### config.mk
export PLATFORM = sky130hd
export DESIGN_NAME = cache_fill_fsm
export DESIGN_NICKNAME = d
export VERILOG_FILES = /design/src/rtl/cache_fill_fsm.sv
export SDC_FILE = /design/constraint.sdc
export NUM_CORES = 1
export LEC_CHECK = 0
export ABC_CLOCK_PERIOD_IN_PS = 1550
export CAP_MARGIN = 20
export CORE_MARGIN = 2
export CORE_UTILIZATION = 33
export CTS_CLUSTER_SIZE = 20
export DETAILED_ROUTE_END_ITERATION = 10
export PLACE_DENSITY = 0.88
export SYNTH_ARGS = -nofsm -noshare
export SYNTH_HDL_FRONTEND = slang
export SYNTH_SLANG_ARGS = --single-unit
### constraint.sdc
create_clock -name clk -period 1.55 [get_ports clk]
set_clock_uncertainty 0.2 [all_clocks]
set_input_delay 0.155 -clock clk [delete_from_list [all_inputs] [get_ports clk]]
set_output_delay 0.155 -clock clk [all_outputs]
set_load 0.1 [all_outputs]
### src/rtl/cache_fill_fsm.sv
// Cache miss block-fill controller: streams one read request per cycle to a multicycle memory
// and writes returned words into the data array, then the tag. CACHE_FILL_STATS_EN adds fill_count.
module cache_fill_fsm #(
  parameter int unsigned BLOCK_WORDS = 8
) (
  input  logic                           clk,
  input  logic                           rst,
  input  logic                           miss_detected,
  input  logic [15:0]                    miss_address,
  output logic                           fsm_busy,
  output logic                           mem_read_en,
  output logic [15:0]                    memory_address,
  input  logic                           memory_data_valid,
  input  logic [15:0]                    memory_data,
  output logic                           write_data_array,
  output logic [$clog2(BLOCK_WORDS)-1:0] word_index,
  output logic [15:0]                    fill_data,
`ifdef CACHE_FILL_STATS_EN
  output logic [15:0]                    fill_count,
`endif
  output logic                           write_tag_array
);

  localparam int unsigned IdxW = $clog2(BLOCK_WORDS);
  localparam int unsigned CntW = IdxW + 1;
  // Byte offset within a block spans IdxW+1 bits (16-bit words).
  localparam logic [15:0] OffMask = 16'((32'd1 << (IdxW + 1)) - 32'd1);
  localparam logic [CntW-1:0] ReqLimit = CntW'(BLOCK_WORDS);
  localparam logic [IdxW-1:0] LastIdx = IdxW'(BLOCK_WORDS - 1);

  typedef enum logic [0:0] {StIdle, StFill} state_e;

  state_e            state_q;
  logic [15:0]       base_q;
  logic [CntW-1:0]   req_cnt_q;
  logic [IdxW-1:0]   rcv_cnt_q;
  logic              in_fill;
  logic              req_pending;
  logic [CntW-1:0]   req_sel;

  assign in_fill     = (state_q == StFill);
  assign req_pending = (req_cnt_q < ReqLimit);

  always_ff @(posedge clk) begin
    if (rst) begin
      state_q   <= StIdle;
      base_q    <= '0;
      req_cnt_q <= '0;
      rcv_cnt_q <= '0;
    end else begin
      unique case (state_q)
        StIdle: begin
          if (miss_detected) begin
            base_q    <= miss_address & ~OffMask;
            req_cnt_q <= '0;
            rcv_cnt_q <= '0;
            state_q   <= StFill;
          end
        end
        StFill: begin
          if (req_pending) begin
            req_cnt_q <= req_cnt_q + 1'b1;
          end
          if (memory_data_valid) begin
            rcv_cnt_q <= rcv_cnt_q + 1'b1;
            if (rcv_cnt_q == LastIdx) begin
              state_q <= StIdle;
            end
          end
        end
        default: state_q <= StIdle;
      endcase
    end
  end

  // Once all requests are out, the address holds on the last word of the block.
  always_comb begin
    req_sel = req_pending ? req_cnt_q : CntW'(BLOCK_WORDS - 1);
  end

  assign memory_address   = base_q + (16'(req_sel) << 1);
  assign mem_read_en      = in_fill && req_pending;
  assign fsm_busy         = in_fill || miss_detected;
  // Strobes are held off during reset so an abandoned fill never lands a write.
  assign write_data_array = in_fill && memory_data_valid && !rst;
  assign write_tag_array  = write_data_array && (rcv_cnt_q == LastIdx);
  assign word_index       = rcv_cnt_q;
  assign fill_data        = memory_data;

`ifdef CACHE_FILL_STATS_EN
  logic [15:0] fill_count_q;

  always_ff @(posedge clk) begin
    if (rst) begin
      fill_count_q <= '0;
    end else if (write_tag_array && (fill_count_q != 16'hFFFF)) begin
      fill_count_q <= fill_count_q + 16'd1;
    end
  end

  assign fill_count = fill_count_q;
`endif

endmodule

# --- Yosys cells after proc, flatten, opt, wreduce, memory -nomap -nowiden ---
# Cells that the tools add are included.
classes:
  eq_ne: 4
  n_mux: 11
  reduce_logical: 9
  n_lt_le_gt_ge: 1
  add_sub_neg: 3
  n_bitwise: 1
ops:
  columns: ["op", "n"]
  rows:
  - ["16-bit by 5-bit adder with 16-bit output", 1]
  - ["4-bit 2-to-1 mux", 3]
  - ["4-bit one-hot mux with 2 select lines", 1]
  - ["3-bit 2-to-1 mux", 2]
  - ["3-bit one-hot mux with 2 select lines", 1]
  - ["2-bit AND reduction", 3]
  - ["4-bit by 1-bit adder with 4-bit output (second input constant)", 1]
  - ["1-bit logical AND", 4]
  - ["4-bit less-than comparator (second input constant)", 1]
  - ["2-bit inequality test (second input constant)", 2]
  - ["3-bit by 1-bit adder with 3-bit output (second input constant)", 1]
  - ["3-bit == test (second input constant)", 1]
  - ["1-bit 2-to-1 mux", 3]
  - ["2-bit by 1-bit inequality test with 1-bit output (second input constant)", 1]
  - ["1-bit one-hot mux with 2 select lines", 1]
  - ["1-bit logical NOT", 1]
  - ["1-bit logical OR", 1]
  - ["1-bit NOT", 1]
word_totals:
  wordCells: 33
  in_bits: 36
  output_inout_bits: 39
  register_bits: 20

# --- Depth between registers and ports, before layout ---
logic_depth:
  depth_word: 4
  depth_mapped: 5
  ltp_nobuf: 4

# --- Worst setup path before layout ---
# OpenSTA, ideal clock, no wires.
synth_timing:
  path_type: "register to output"
  start: "register state_q (netlist: in_fill)"
  end: "output write_tag_array"
  t_required_ps: 1195
  stages_incl_launch_ff: 5
  setup_slack_ps: -1518
  arrival_ps: 2713
  cell_sequence: "dfxtp_1 buf_6 nand2_1 nor2_1 and2_1"
synth_between:
  elab_chain_cells: 3
synth_lines:
  columns: ["element", "line_no", "rtl"]
  rows:
  - ["start, declared", "33", "state_e state_q;"]
  - ["start signal, assigned", "46", "state_q <= StIdle;"]
  - ["start signal, assigned", "57", "state_q <= StFill;"]
  - ["start signal, assigned", "67", "state_q <= StIdle;"]
  - ["1-bit logical AND (2 in a row)", "85", "assign write_data_array = in_fill && memory_data_valid && !rst;"]
  - ["named net write_data_array", "15", "output logic write_data_array,"]
  - ["1-bit logical AND", "86", "assign write_tag_array = write_data_array && (rcv_cnt_q == LastIdx);"]
  - ["end, declared", "21", "output logic write_tag_array"]
# The timed path passes the listed nets, and every way through them passes these cells.

# --- Worst setup path after layout ---
layout_timing:
  start: "register rcv_cnt_q[0] (netlist: word_index[0])"
  end: "output write_tag_array"
layout_between:
  elab_chain_cells: 2
layout_lines:
  columns: ["element", "line_no", "rtl"]
  rows:
  - ["start, declared", "36", "logic [IdxW-1:0] rcv_cnt_q;"]
  - ["start signal, assigned", "65", "rcv_cnt_q <= rcv_cnt_q + 1'b1;"]
  - ["3-bit == test", "86", null]
  - ["1-bit logical AND", "86", null]
# No other way between the ends.

==> summary.txt <==
STA
  • Final hold violations: 0
  • Period minus WS final: 1642 ps
  • Fmax: 609.0 MHz
  • Max-slew violations: 0
  • # setup viols final: 2
  • Crit share post-route: 105.9%
  • RSZ-0062 raised after global routing: yes
  • Hold WS: 110.0 ps
  • Setup ws final: -91.93 ps

Logic synthesis
  • Register area share after synthesis: 41.29%
  • Syn avg cell area: 8.432 um2
  • Yosys warns: 0
  • Compound-Gate Fraction of Synth Area: 11.74%
  • Synth Instances: 115
  • Synth Area in Adders: 3.871%
  • Syn Nets: 154
  • Asr flop ratio synth: 0%
  • Synth Area in Simple Gates: 22.19%
  • Post-synth EDFFs: 0
  • #FFs+latches synth: 20
  • Synth Cell Area: 969.7 um2
  • Mux share of post-synthesis cell area: 1.032%
  • Main synth FF type: dfxtp_1
  • Main combinational cell family by area after synthesis: simple AND/OR/NAND/NOR gates
  • Post-synthesis xor/xnor area fraction: 0.9032%
  • Synth cell types: 25

Critical path
  • Setup crit end: write_tag_array
  • Worst-path fanout max: 2
  • Max stage delay on crit path: 380 ps
  • Crit-path cells: ha_4 -> ha_4 -> and2_4 -> buf_12
  • CP arrival: 1290 ps
  • Reg-to-Reg Start: in_fill$_SDFF_PP0_
  • Reg2Reg Depth: 4
  • Critical Path Source: word_index[0]$_SDFFE_PP0P_
  • Worst Setup Path Type: reg2out
  • Top cell by count, worst path: ha_4
  • Worst path required time: 1190 ps
  • RR Endpoint: word_index[0]$_SDFFE_PP0P_
  • Worst Setup Start Kind: flip-flop
  • Worst path slowest cell: dfxtp_4
  • Critical Path Sink Type: output pin
  • Reg2reg setup slack: 130 ps

Status
  • Failing checks: negative setup slack
  • Status: complete, but fails checks

Floorplan
  • CORE AREA: 0.002781 mm2
  • Die width: 58.21 um
  • Initial Utilization: 34.86%
  • # IOs: 75
  • DIE HEIGHT: 58.21 um
  • Die area: 0.003388 mm2
  • # rows: 19

Drt
  • Routed vias/inst: 4.754
  • First-pass DRT Iterations: 4
  • Antenna Nets Post-Route: 0
  • Drt initial violations: 15
  • Wire per inst: 12.70 um
  • Routed wire length: 2.223 mm
  • Via count: 832
  • # DRC: 0

Clocking
  • # H-tree levels: 1
  • TritonCTS clock tree: built
  • CTS sink cnt: 20
  • Reg clk slew, reported paths: 120 ps
  • Post-CTS Hold Fix Bufs: 0
  • Clk buf depth: 2
  • CTS Buf Count: 3
  • Clk root buf: clkbuf_4
  • Clk Latency, worst-skew pair: 300 ps

GRT
  • Wire length of the first global-routing pass: 3.622 mm
  • Number of global-route vias before repair: 846
  • Initial antenna violation count: 0
  • All-Layer GR Usage: 13.92%
  • Remaining global-route overflow: 0
  • Largest net degree at the start of global routing: 21

Layout
  • Final Net Count: 184
  • Fin area: 0.001634 mm2
  • Share of post-route cells with drive strength above 1: 40.28%
  • Layout area overhead: 68.52%
  • Number of diodes: 0
  • Commonest non-fill, non-tap cell in the layout: nand2_1
  • Most frequent cells in the layout: nand2_1, buf_12, a21oi_1, clkdlybuf4s50_1, dfxtp_1
  • FILL cells: 238

Power and ir drop
  • Leakage: 0.6562 nW
  • P per Cell Area: 861.6 mW/mm2
  • VDD IR max: 0.6423 mV

Placement
  • Final HPWL DP: 1.656 mm
  • DP Area: 0.001493 mm2
  • Number of port buffers: 37
  • Placer Congestion: 0.7280

Flow run
  • Max_cap viols: 0

Min path
  • HP Class: in2out
[synthesized netlist by cell type, types with 2 or more instances]
cell type	number	area share, %
ha_1	3	3.9
buf_4	17	13
dfxtp_1	20	41
a21oi_1	15	7.7
clkbuf_1	2	0.77
nand3_1	2	1.0
a32oi_1	2	1.8
or2_2	3	1.9
inv_1	3	1.2
buf_6	3	3.5
nor2_1	5	1.9
nand2_1	27	10
[worst max-delay path, delay by kind of cell, from the launching register on]
kind | cells | cell delay [ps]
DFF | 1 | 380
buffers and inverters | 1 | 160
and+or+nand+nor | 1 | 140
adders and majority gates | 2 | 310
[per-layer routing]
metal  GRT usage, %  wire length [um]
met5              0                 0
met4          7.641                19
met2          26.46              1270
met1          14.03               790
met3          2.679               141
[state kept, by name, indices dropped and copies added (netlist names)]
register and flops:
base_q 12, in_fill 1, req_cnt_q 4, word_index 3
[cells by family (layout without fill, tap and decap cells)]
| family | after synthesis | after routing |
|---|---|---|
| and+or+nand+nor | 45 | 45 |
| buffers and inverters | 25 | 54 |
| DFF | 20 | 20 |
| AOI/OAI and AO/OA | 19 | 19 |
| adders and majority gates | 3 | 3 |
| other | 1 | 1 |
| xor gates and xnor gates | 1 | 1 |
| muxes | 1 | 1 |
[worst min-delay path by stage]
stage                      startpoint                 end  slack (ps)  cells past startpoint
floorplan           memory_data_valid  in_fill$_SDFF_PP0_          70                      1
global placement       memory_data[6]        fill_data[6]         110                      0
detailed placement     memory_data[6]        fill_data[6]         110                      0
CTS                    memory_data[6]        fill_data[6]         110                      0
global route           memory_data[3]        fill_data[3]         110                      0
finish                memory_data[12]       fill_data[12]         110                      0
[per-stage QoR]
step | setup TNS, ps | power [mW] | utilization [%] | setup slack [ps] | instances
floorplan | -272.3 | 1.052 | - | -266.5 | 115
global placement | 0 | 1.028 | 53.67 | 13.07 | 165
detailed placement | -118.3 | 1.037 | 53.67 | -84.26 | 165
CTS | -190.6 | 1.420 | 57.94 | -100.3 | 174
global route | -275.7 | 1.466 | 58.75 | -126.4 | 175
finish | -159.8 | 1.408 | 58.75 | -91.93 | 175
[power breakdown]
group,switching [mW],internal (mW),leakage (nW)
logic,0.295,0.186,0.463
clock network,0.166,0.197,0.0261
registers,0.0271,0.537,0.168
[cell type report]
cell class	count	area (um2)	share of cell area [%]
sequential	20	416.7	25.50
inverter	3	15.01	0.9188
multi-input combinational	70	442.9	27.11
timing repair buffer	47	673.1	41.19
clock buffer	4	47.55	2.910
tap	31	38.79	2.374
[what timing repair did]
| action | in CTS | in global routing |
|---|---|---|
| setup buffers | 5 | 1 |
| endpoints found under the setup margin | 4 | 6 |
| pin swaps | 2 | 2 |
| resized for setup | 8 | 5 |
| cloned | 0 | 0 |
No activity file was read; power rests on OpenSTA's default activity.
